[src/rtl/uart_packet_ctrl.sv]
// Packet engine between the CPU side and the UART transceiver byte FIFOs.
// Packet format on the wire: [channel, length, payload LSB-first, checksum],
// where checksum = XOR of channel, length and all payload bytes.
//
// TX states
//   T_IDLE | waiting for a request, tx_ready high
//   T_CHAN | emitting channel byte
//   T_LEN  | emitting (clamped) length byte
//   T_DATA | emitting payload byte tx_idx
//   T_SUM  | emitting checksum byte
// RX states
//   R_IDLE | next byte is a channel
//   R_LEN  | next byte is the length
//   R_DATA | next byte is payload byte rx_idx
//   R_SUM  | next byte is the checksum
//   R_WAIT | one-cycle gap after every pop, then go to rx_ret
module uart_packet_ctrl #(
  parameter int MAX_LEN = 4,
  parameter int TIMEOUT = 100000
) (
  input  logic                 CLK,
  input  logic                 RST_N,
  output logic                 send_flag,
  output logic [7:0]           send_data,
  input  logic                 sendable,
  output logic                 recv_flag,
  input  logic [7:0]           recv_data,
  input  logic                 receivable,
  input  logic                 tx_valid,
  output logic                 tx_ready,
  input  logic [7:0]           tx_channel,
  input  logic [3:0]           tx_length,
  input  logic [8*MAX_LEN-1:0] tx_data,
  output logic                 rx_valid,
  output logic                 rx_err,
  output logic [7:0]           rx_channel,
  output logic [3:0]           rx_length,
  output logic [8*MAX_LEN-1:0] rx_data
);

  localparam int DW = 8 * MAX_LEN;
  localparam int CW = (TIMEOUT > 4) ? $clog2(TIMEOUT) : 2;
  localparam logic [3:0]    MAX_LEN_L = 4'(MAX_LEN);
  // Timeout fires on the edge where the counter would reach TIMEOUT-1.
  localparam logic [CW-1:0] TO_LAST   = CW'(TIMEOUT - 2);

  typedef enum logic [2:0] {T_IDLE, T_CHAN, T_LEN, T_DATA, T_SUM} tx_state_t;
  typedef enum logic [2:0] {R_IDLE, R_LEN, R_DATA, R_SUM, R_WAIT} rx_state_t;

  tx_state_t         tx_state_q, tx_state_d;
  logic [7:0]        tx_chan_q, tx_chan_d;
  logic [3:0]        tx_len_q, tx_len_d;
  logic [DW-1:0]     tx_data_q, tx_data_d;
  logic [3:0]        tx_idx_q, tx_idx_d;
  logic [7:0]        tx_sum_q, tx_sum_d;
  logic [7:0]        tx_byte;

  rx_state_t         rx_state_q, rx_state_d;
  rx_state_t         rx_ret_q, rx_ret_d;
  logic              rx_en_q;
  logic [7:0]        rx_chan_w_q, rx_chan_w_d;
  logic [3:0]        rx_len_w_q, rx_len_w_d;
  logic [DW-1:0]     rx_buf_q, rx_buf_d;
  logic [3:0]        rx_idx_q, rx_idx_d;
  logic [7:0]        rx_sum_q, rx_sum_d;
  logic [CW-1:0]     rx_cnt_q, rx_cnt_d;
  logic              rx_valid_q, rx_valid_d;
  logic              rx_err_q, rx_err_d;
  logic [7:0]        rx_channel_q, rx_channel_d;
  logic [3:0]        rx_length_q, rx_length_d;
  logic [DW-1:0]     rx_data_q, rx_data_d;
  logic              rx_pop;

  // TX state register and datapath flops
  always_ff @(posedge CLK or negedge RST_N) begin
    if (!RST_N) begin
      tx_state_q <= T_IDLE;
      tx_chan_q  <= '0;
      tx_len_q   <= '0;
      tx_data_q  <= '0;
      tx_idx_q   <= '0;
      tx_sum_q   <= '0;
    end else begin
      tx_state_q <= tx_state_d;
      tx_chan_q  <= tx_chan_d;
      tx_len_q   <= tx_len_d;
      tx_data_q  <= tx_data_d;
      tx_idx_q   <= tx_idx_d;
      tx_sum_q   <= tx_sum_d;
    end
  end

  assign tx_byte = 8'(tx_data_q >> {tx_idx_q, 3'b000});

  // TX next state: one byte per sendable cycle, checksum accumulated as bytes leave
  always_comb begin
    tx_state_d = tx_state_q;
    tx_chan_d  = tx_chan_q;
    tx_len_d   = tx_len_q;
    tx_data_d  = tx_data_q;
    tx_idx_d   = tx_idx_q;
    tx_sum_d   = tx_sum_q;
    case (tx_state_q)
      T_IDLE: if (tx_valid) begin
        tx_chan_d  = tx_channel;
        tx_len_d   = (tx_length > MAX_LEN_L) ? MAX_LEN_L : tx_length;
        tx_data_d  = tx_data;
        tx_idx_d   = '0;
        tx_sum_d   = '0;
        tx_state_d = T_CHAN;
      end
      T_CHAN: if (sendable) begin
        tx_sum_d   = tx_sum_q ^ tx_chan_q;
        tx_state_d = T_LEN;
      end
      T_LEN: if (sendable) begin
        tx_sum_d   = tx_sum_q ^ {4'b0000, tx_len_q};
        tx_idx_d   = '0;
        tx_state_d = (tx_len_q == 4'd0) ? T_SUM : T_DATA;
      end
      T_DATA: if (sendable) begin
        tx_sum_d = tx_sum_q ^ tx_byte;
        tx_idx_d = tx_idx_q + 4'd1;
        if (tx_idx_q + 4'd1 == tx_len_q) tx_state_d = T_SUM;
      end
      T_SUM: if (sendable) tx_state_d = T_IDLE;
      default: tx_state_d = T_IDLE;
    endcase
  end

  // TX outputs: push only when the send FIFO has room
  always_comb begin
    tx_ready  = (tx_state_q == T_IDLE);
    send_flag = (tx_state_q != T_IDLE) && sendable;
    case (tx_state_q)
      T_CHAN:  send_data = tx_chan_q;
      T_LEN:   send_data = {4'b0000, tx_len_q};
      T_DATA:  send_data = tx_byte;
      T_SUM:   send_data = tx_sum_q;
      default: send_data = 8'h00;
    endcase
  end

  // RX state register, working buffer, timeout counter and result registers
  always_ff @(posedge CLK or negedge RST_N) begin
    if (!RST_N) begin
      rx_state_q   <= R_IDLE;
      rx_ret_q     <= R_IDLE;
      rx_en_q      <= 1'b0;
      rx_chan_w_q  <= '0;
      rx_len_w_q   <= '0;
      rx_buf_q     <= '0;
      rx_idx_q     <= '0;
      rx_sum_q     <= '0;
      rx_cnt_q     <= '0;
      rx_valid_q   <= 1'b0;
      rx_err_q     <= 1'b0;
      rx_channel_q <= '0;
      rx_length_q  <= '0;
      rx_data_q    <= '0;
    end else begin
      rx_state_q   <= rx_state_d;
      rx_ret_q     <= rx_ret_d;
      rx_en_q      <= 1'b1;
      rx_chan_w_q  <= rx_chan_w_d;
      rx_len_w_q   <= rx_len_w_d;
      rx_buf_q     <= rx_buf_d;
      rx_idx_q     <= rx_idx_d;
      rx_sum_q     <= rx_sum_d;
      rx_cnt_q     <= rx_cnt_d;
      rx_valid_q   <= rx_valid_d;
      rx_err_q     <= rx_err_d;
      rx_channel_q <= rx_channel_d;
      rx_length_q  <= rx_length_d;
      rx_data_q    <= rx_data_d;
    end
  end

  // RX next state: parse one byte per pop, publish result on the following cycle
  always_comb begin
    rx_state_d   = rx_state_q;
    rx_ret_d     = rx_ret_q;
    rx_chan_w_d  = rx_chan_w_q;
    rx_len_w_d   = rx_len_w_q;
    rx_buf_d     = rx_buf_q;
    rx_idx_d     = rx_idx_q;
    rx_sum_d     = rx_sum_q;
    rx_valid_d   = 1'b0;
    rx_err_d     = 1'b0;
    rx_channel_d = rx_channel_q;
    rx_length_d  = rx_length_q;
    rx_data_d    = rx_data_q;
    rx_cnt_d     = (rx_state_q == R_IDLE || rx_pop) ? '0 : rx_cnt_q + CW'(1);
    case (rx_state_q)
      R_IDLE: if (rx_pop) begin
        rx_chan_w_d = recv_data;
        rx_len_w_d  = '0;
        rx_buf_d    = '0;
        rx_idx_d    = '0;
        rx_sum_d    = recv_data;
        rx_ret_d    = R_LEN;
        rx_state_d  = R_WAIT;
      end
      R_LEN: if (rx_pop) begin
        rx_len_w_d = recv_data[3:0];
        rx_sum_d   = rx_sum_q ^ recv_data;
        rx_state_d = R_WAIT;
        if (recv_data > 8'(MAX_LEN)) begin
          // Oversized length: report and resync on the next byte as a channel
          rx_valid_d   = 1'b1;
          rx_err_d     = 1'b1;
          rx_channel_d = rx_chan_w_q;
          rx_length_d  = recv_data[3:0];
          rx_data_d    = '0;
          rx_ret_d     = R_IDLE;
        end else begin
          rx_ret_d = (recv_data == 8'h00) ? R_SUM : R_DATA;
        end
      end
      R_DATA: if (rx_pop) begin
        rx_buf_d   = rx_buf_q | (DW'(recv_data) << {rx_idx_q, 3'b000});
        rx_sum_d   = rx_sum_q ^ recv_data;
        rx_idx_d   = rx_idx_q + 4'd1;
        rx_ret_d   = (rx_idx_q + 4'd1 == rx_len_w_q) ? R_SUM : R_DATA;
        rx_state_d = R_WAIT;
      end
      R_SUM: if (rx_pop) begin
        rx_valid_d   = 1'b1;
        rx_err_d     = (recv_data != rx_sum_q);
        rx_channel_d = rx_chan_w_q;
        rx_length_d  = rx_len_w_q;
        rx_data_d    = rx_buf_q;
        rx_ret_d     = R_IDLE;
        rx_state_d   = R_WAIT;
      end
      R_WAIT:  rx_state_d = rx_ret_q;
      default: rx_state_d = R_IDLE;
    endcase
    // Inter-byte timeout publishes whatever was collected so far
    if (rx_state_q != R_IDLE && !rx_pop && rx_cnt_q == TO_LAST) begin
      rx_valid_d   = 1'b1;
      rx_err_d     = 1'b1;
      rx_channel_d = rx_chan_w_q;
      rx_length_d  = rx_len_w_q;
      rx_data_d    = rx_buf_q;
      rx_cnt_d     = '0;
      rx_state_d   = R_IDLE;
    end
  end

  // RX outputs: pop whenever data is present outside the post-pop gap
  always_comb begin
    rx_pop     = rx_en_q && receivable && (rx_state_q != R_WAIT);
    recv_flag  = rx_pop;
    rx_valid   = rx_valid_q;
    rx_err     = rx_err_q;
    rx_channel = rx_channel_q;
    rx_length  = rx_length_q;
    rx_data    = rx_data_q;
  end

endmodule

[config.mk]
export PLATFORM = sky130hd
export DESIGN_NAME = uart_packet_ctrl
export DESIGN_NICKNAME = d
export VERILOG_FILES = /design/src/rtl/uart_packet_ctrl.sv
export SDC_FILE = /design/constraint.sdc
export NUM_CORES = 1
export LEC_CHECK = 0
export ABC_AREA = 1
export CORE_MARGIN = 2
export CORE_UTILIZATION = 59
export CTS_CLUSTER_DIAMETER = 30
export DETAILED_ROUTE_END_ITERATION = 8
export DONT_BUFFER_PORTS = 1
export PLACE_DENSITY = 0.79
export SLEW_MARGIN = 15
export SYNTH_ARGS = -nofsm -noshare
export SYNTH_HDL_FRONTEND = slang
export SYNTH_SLANG_ARGS = --single-unit
[constraint.sdc]
create_clock -name CLK -period 2.4 [get_ports CLK]
set_clock_uncertainty 0.05 [all_clocks]
set_input_delay 0.72 -clock CLK [delete_from_list [all_inputs] [get_ports CLK]]
set_output_delay 0.72 -clock CLK [all_outputs]
set_load 0.005 [all_outputs]
==> flow_summary.ini, run 1 <==
[run_status]
status = complete, but fails checks
violations = negative hold slack, negative setup slack

[power]
power.leakage_nw = 4.939
powerDensity_nw_per_um2 = 1085
power_w = 0.01073
max-vdd-ir-drop_mv = 0.6186

[cells_and_area]
fin_nets = 1173
drive_gt1_frac = 0.1209
post-route-util = 0.6808
fin_cells = 1309
area_growth_pct = 12.60
final_cell_area_um2 = 9894
diodes = 0
n_fill_cell = 1190

[sta]
fmax_mhz = 412.9
finalSetupViolCount = 2
finalCriticalPeriod_ps = 2422
fin_crit_sh = 1.009
worst_slew_pin_slew_ps = 569.9
hold_viol = 159
rsz0062_at_grt = yes
slew_violations = 0
fin_ws_ps = -22.02
relSlewSlack = 0.6172
hold_slack_ps = -68.05

[global_routing]
grt_pass1_wl_mm = 34.74
grt_antenna_before_repair = 0
track_usage = 0.2721
grt_use_met3 = 0.05905
first_global_vias = 6941
met2_usage = 0.4399
grt_overflow = 0
grt_max_degree = 185
grtUsageMet1 = 0.3599
gr-max-usage-layer = met2

[setup_path]
cp-end-kind = primary output
crit_slowest_cell = dfrtp_2
required_ps = 1630
crit_path_max_incr_delay_ps = 470
cp-start-kind = flop
ff2ff_setup_slack_ps = 440
critical_path.cell_chain = buf_12 -> nor2_1 -> nor2_1 -> o21ai_2 -> nand2_2 -> nand2_2 -> o211ai_1
arrival_ps = 1650
crit_type = reg -> out
cp_max_fo = 12

[placement]
post_dp_cell_area_um2 = 8980
hpwl_mm = 14.44
routabilityCongestion = 0.9256
placed_cells = 1258
port_buffers = 0

[synthesis]
synth_nets = 1157
synth-xor-area-share = 0.02891
syn-cell-area_um2 = 8787
synth_adder_area_share = 0.005696
synth_top_family_by_area = simple AND/OR/NAND/NOR gates
synth_compound_area_frac = 0.07276
ys_dominant_reg_cell = dfrtp_1
ys_ff_latch = 184
ys_warn_count = 0
seq_area_frac_synth = 0.5240
yosys.area_share.simple = 0.3030
synth_mux_area_frac = 0
synth_edf_count = 0
synth_cells = 1096
synth.avg_cell_area_um2 = 8.017
async_reset_ff_frac = 1.000
ys_types = 35

[cts]
clock-sinks = 184
h-tree-depth = 4
cts.path.max_buffers = 2
cts_tree = yes
root_buffer = clkbuf_16
clock_latency_ps = 440
cts_made_buffers = 17
clkSlewWorstSetupHoldPaths_ps = 70

[detailed_routing]
drt-total-wl_mm = 21.87
postRouteAntennaNets = 0
drt-wirelength-per-cell_um = 16.71
drc = 0
drt_iter0_drc = 681
vias = 7508
via_per_inst = 5.736
drt_first_pass_iters = 5

[floorplan]
coreArea_um2 = 14530
die_width_um = 126.0
die_y_um = 126.0
start_util = 0.6046
rows = 44
dieArea_um2 = 15890
io_pins = 114

[flow_run]
max_cap_viol_count = 0

[worst_hold_path]
min_path_type = in -> async
[Yosys cell counts (7+ instances only)]
cell type  number  share of area
nand2_1       325           0.14
dfrtp_1       184           0.52
nor2_1        125          0.053
inv_1          90          0.038
nand3_1        82          0.047
a21oi_1        49          0.028
nand4_1        46          0.033
o21ai_0        41          0.023
nor3_1         25          0.014
clkbuf_1       21         0.0090
xor2_1         20          0.020
buf_2          13         0.0074
xnor2_1         9         0.0090
buf_4           8         0.0068
o21ai_1         8         0.0046
o22ai_1         7         0.0050
[layout by cell type, fill, tap and decap left out, types with 4 or more instances in the layout]
cell / synthesis / layout
nand2_2: 0 / 16
nor2_4: 2 / 5
nor2_1: 125 / 119
inv_2: 6 / 9
buf_4: 8 / 32
nand2_1: 325 / 308
o22ai_1: 7 / 7
inv_6: 0 / 5
xor2_1: 20 / 20
nand4_1: 46 / 46
o21ai_0: 41 / 33
o21ai_2: 1 / 8
nand3_1: 82 / 80
nor2_2: 6 / 9
a21oi_1: 49 / 49
o211ai_1: 4 / 4
o21ai_1: 8 / 9
dfrtp_1: 184 / 180
ha_1: 4 / 4
dfrtp_2: 0 / 4
inv_1: 90 / 85
clkbuf_16: 0 / 18
nor3_1: 25 / 25
clkinvlp_4: 0 / 6
xnor2_1: 9 / 9
[critical path, delay by kind of cell, from the launching register on]
kind / cells / cell delay [ps]
DFF: 1 / 470
and+or+nand+nor: 4 / 400
AOI/OAI and AO/OA: 2 / 180
buffers and inverters: 1 / 170
[state kept, by name, indices dropped and copies added, names as in the netlist, 2 cells and up]
name         cells
rx_state_q       3
tx_sum_q         8
tx_len_q         4
tx_data_q       32
rx_data         32
rx_ret_q         2
rx_buf_q        32
rx_sum_q         8
tx_idx_q         4
rx_channel       8
tx_state_q       3
tx_chan_q        8
rx_length        4
rx_idx_q         4
rx_cnt_q        17
rx_chan_w_q      8
rx_len_w_q       4
[logic make-up after synthesis]
family          count (synthesis)
buf+inv                       140
other cells                     1
compound gates                117
flops                         184
xor+xnor                       29
fa+ha+maj                       4
simple gates                  621
[per-stage QoR]
stage	hold WS (ps)	setup slack (ps)	TNS, ps
3_5_place_dp	380.9	240.3	0
4_1_cts	-80.19	0.6192	0
3_3_place_gp	383.6	308.4	0
2_1_floorplan	374.4	442.0	0
6_report	-68.05	-22.02	-22.73
5_1_grt	-84.04	-84.94	-252.9
[cell type report]
type	instances	area [um^2]	share of cell area
clock inverters	13	111.4	0.01125
inverters	97	372.9	0.03768
repair inverters	1	7.507	0.0007587
flip-flops and latches	184	4609	0.4659
multi-input cells	772	3771	0.3811
well taps	184	230.2	0.02327
clock buffers	19	432.9	0.04375
repair buffers	39	359.1	0.03629
[power breakdown]
part | internal (W) | switching (W) | leakage (nW)
logic | 0.00138 | 0.00220 | 2.27
registers | 0.00390 | 0.000619 | 2.41
clock network | 0.00136 | 0.00128 | 0.259
total | 0.00663 | 0.00410 | 4.94
[repair_timing]
item / 4_1_cts / 5_1_grt
pin swaps: 2 / 19
hold endpoints to repair: 184 / 184
cloned: 1 / 1
buffers inserted: 11 / 6
gates resized for setup: 10 / 58
setup endpoints to repair: 8 / 8
[routing by layer]
| metal | routed length, um | share of wire |
|---|---|---|
| met1 | 9157 | 0.42 |
| met2 | 10680 | 0.49 |
| met3 | 1437 | 0.066 |
| met4 | 594 | 0.027 |
| met5 | 0 | 0 |
[worst paths after layout]
path | startpoint | endpoint | depth (start not counted)
min in group CLK | tx_channel[5] | tx_chan_q[5]$_DFFE_PN0P_ | 2
worst min register to register | tx_data_q[18]$_DFFE_PN0P_ | tx_data_q[18]$_DFFE_PN0P_ | 2
max in group asynchronous | RST_N | tx_idx_q[0]$_DFFE_PN0P_ | 0
worst max register to register | tx_state_q[0]$_DFFE_PN0P_ | tx_idx_q[3]$_DFFE_PN0P_ | 8
worst max-delay path | tx_idx_q[0]$_DFFE_PN0P_ | send_data[6] | 7
worst min-delay path | RST_N | tx_data_q[10]$_DFFE_PN0P_ | 0
No activity file was read; power rests on OpenSTA's default activity.
==> run 2: changes to the inputs <==
--- a/config.mk
+++ b/config.mk
@@ -7,7 +7,7 @@
 export LEC_CHECK = 0
 export ABC_AREA = 1
 export CORE_MARGIN = 2
-export CORE_UTILIZATION = 59
+export CORE_UTILIZATION = 57
 export CTS_CLUSTER_DIAMETER = 30
 export DETAILED_ROUTE_END_ITERATION = 8
 export DONT_BUFFER_PORTS = 1
==> constraint.sdc (replaced) <==
create_clock -name CLK -period 2.1 [get_ports CLK]
set_clock_uncertainty 0.05 [all_clocks]
set_input_delay 0.63 -clock CLK [delete_from_list [all_inputs] [get_ports CLK]]
set_output_delay 0.63 -clock CLK [all_outputs]
set_load 0.005 [all_outputs]
==> run 2 against run 1 <==
Against the previous run:
- the run still ends with negative hold slack, negative setup slack left
- routed wire length shrank 1.1%
- global-route usage about the same
- clock-buffer cell count rose by 2
- non-clock buffer count grew 5
- via count down 0.23%
- total power increased by 12%
- design area is 0.37% lower
- largest power group unchanged
==> flow_summary.ini, run 2 (synthesized netlist as in run 1, its figures left out) <==
[setup_path]
required_ps = 1420
cp_max_fo = 10
critPathTopFamily = flip-flops
path_buf_inv = 2
cp-end-kind = primary output
arrival_ps = 1580
crit_path_max_incr_delay_ps = 460
crit_type = reg -> out
crit_slowest_cell = dfrtp_2
cp-start-kind = flop
cp.depth = 7
critPathMostFrequentCell = nand2_1
critical_path.cell_chain = buf_8 -> buf_4 -> nand2_1 -> nand3_1 -> nand2_1 -> nand2_2 -> o2111ai_2
rr_worst_depth = 10

[cts]
cts_tree = yes
cts_made_buffers = 17
clock-sinks = 184
h-tree-depth = 4
clock_latency_ps = 440
clkSlewWorstSetupHoldPaths_ps = 60
root_buffer = clkbuf_16
cts.path.max_buffers = 2

[floorplan]
rows = 45
io_pins = 114
start_util = 0.5802
dieArea_um2 = 16430
die_width_um = 128.2
coreArea_um2 = 15150
die_y_um = 128.2

[placement]
hpwl_mm = 14.57
placed_cells = 1273
dp_slack_ps = 133.4
post_dp_cell_area_um2 = 9092
routabilityCongestion = 0.9730
port_buffers = 0

[global_routing]
grt_max_degree = 185
grt_antenna_before_repair = 0
first_global_vias = 7082
grt_pass1_wl_mm = 34.98
track_usage = 0.2717
grt_overflow = 0

[sta]
fin_setup_tns_ps = -1157
rsz0062_at_grt = yes
fin_ws_ps = -161.6
slew_violations = 0
hold_viol = 184
finalCriticalPeriod_ps = 2262
fin_crit_sh = 1.077
finalSetupViolCount = 8
fmax_mhz = 442.2
hold_slack_ps = -151.0

[run_status]
status = complete, but fails checks
violations = negative hold slack, negative setup slack

[cells_and_area]
drive_gt1_frac = 0.1097
n_fill_cell = 1254
post-route-util = 0.6509
diodes = 0
area_growth_pct = 12.19
final_cell_area_um2 = 9858
fin_cells = 1318
layout_common_cells = nand2_1 (313), dfrtp_1 (180), nor2_1 (120)
final_common_cell = nand2_1
fin_nets = 1178

[worst_hold_path]
min_path_type = in -> async

[power]
max-vdd-ir-drop_mv = 0.7304
power.leakage_nw = 4.964
powerDensity_nw_per_um2 = 1218

[detailed_routing]
postRouteAntennaNets = 0
drt-total-wl_mm = 21.62
drt-wirelength-per-cell_um = 16.40
drt_first_pass_iters = 7
drc = 0
via_per_inst = 5.684
vias = 7491
drt_iter0_drc = 651

[flow_run]
max_cap_viol_count = 0
[run 2: final cells by class]
type,count,area [um^2],share of cell area
Sequential cell,184,4609,0.4676
Multi-Input combinational cell,773,3699,0.3752
Clock buffer,21,450.4,0.04569
Timing Repair Buffer,44,386.6,0.03922
Inverter,97,365.4,0.03706
Tap cell,188,235.2,0.02386
Clock inverter,11,112.6,0.01142
[run 2: what timing repair did]
action                     CTS  global route
resized for setup           24            17
setup endpoints to repair    9            10
gates cloned                 1             0
hold endpoints to repair   184           184
pin swaps                    9             6
setup buffers                7             5
[run 2: final timing paths]
path | startpoint | end | slack (ps)
worst max-delay path | tx_idx_q[0]$_DFFE_PN0P_ | send_data[2] | -160
worst min-delay path | RST_N | tx_data_q[10]$_DFFE_PN0P_ | -150
worst max register to register | tx_idx_q[0]$_DFFE_PN0P_ | tx_state_q[1]$_DFFE_PN0P_ | 230
worst min register to register | tx_data_q[30]$_DFFE_PN0P_ | tx_data_q[30]$_DFFE_PN0P_ | 430
max in group asynchronous | RST_N | rx_channel[4]$_DFFE_PN0P_ | 1870
min in group CLK | tx_data[20] | tx_data_q[20]$_DFFE_PN0P_ | 260
[run 2: report_power, final]
| group | internal [W] | leakage (nW) | switching (W) |
|---|---|---|---|
| clock | 0.00169 | 0.273 | 0.00142 |
| sequential | 0.00446 | 2.41 | 0.000635 |
| combinational | 0.00144 | 2.28 | 0.00236 |
| total | 0.00759 | 4.96 | 0.00442 |
[run 2: layer usage]
layer / GRT usage / wire [um] / vias up
met3: 0.06010 / 1321 / 46
met2: 0.4533 / 10560 / 293
li1: - / - / 3597
met1: 0.3516 / 9152 / 3555
met4: 0.09890 / 580 / 0
met5: 0 / 0 / -
[run 2: per-stage QoR]
stage | total power [W] | hold WS, ps
6_report | 0.01201 | -151.0
2_1_floorplan | 0.007544 | 284.4
3_5_place_dp | 0.008526 | 294.3
5_1_grt | 0.01279 | -171.9
3_3_place_gp | 0.008406 | 294.5
4_1_cts | 0.01188 | -171.8
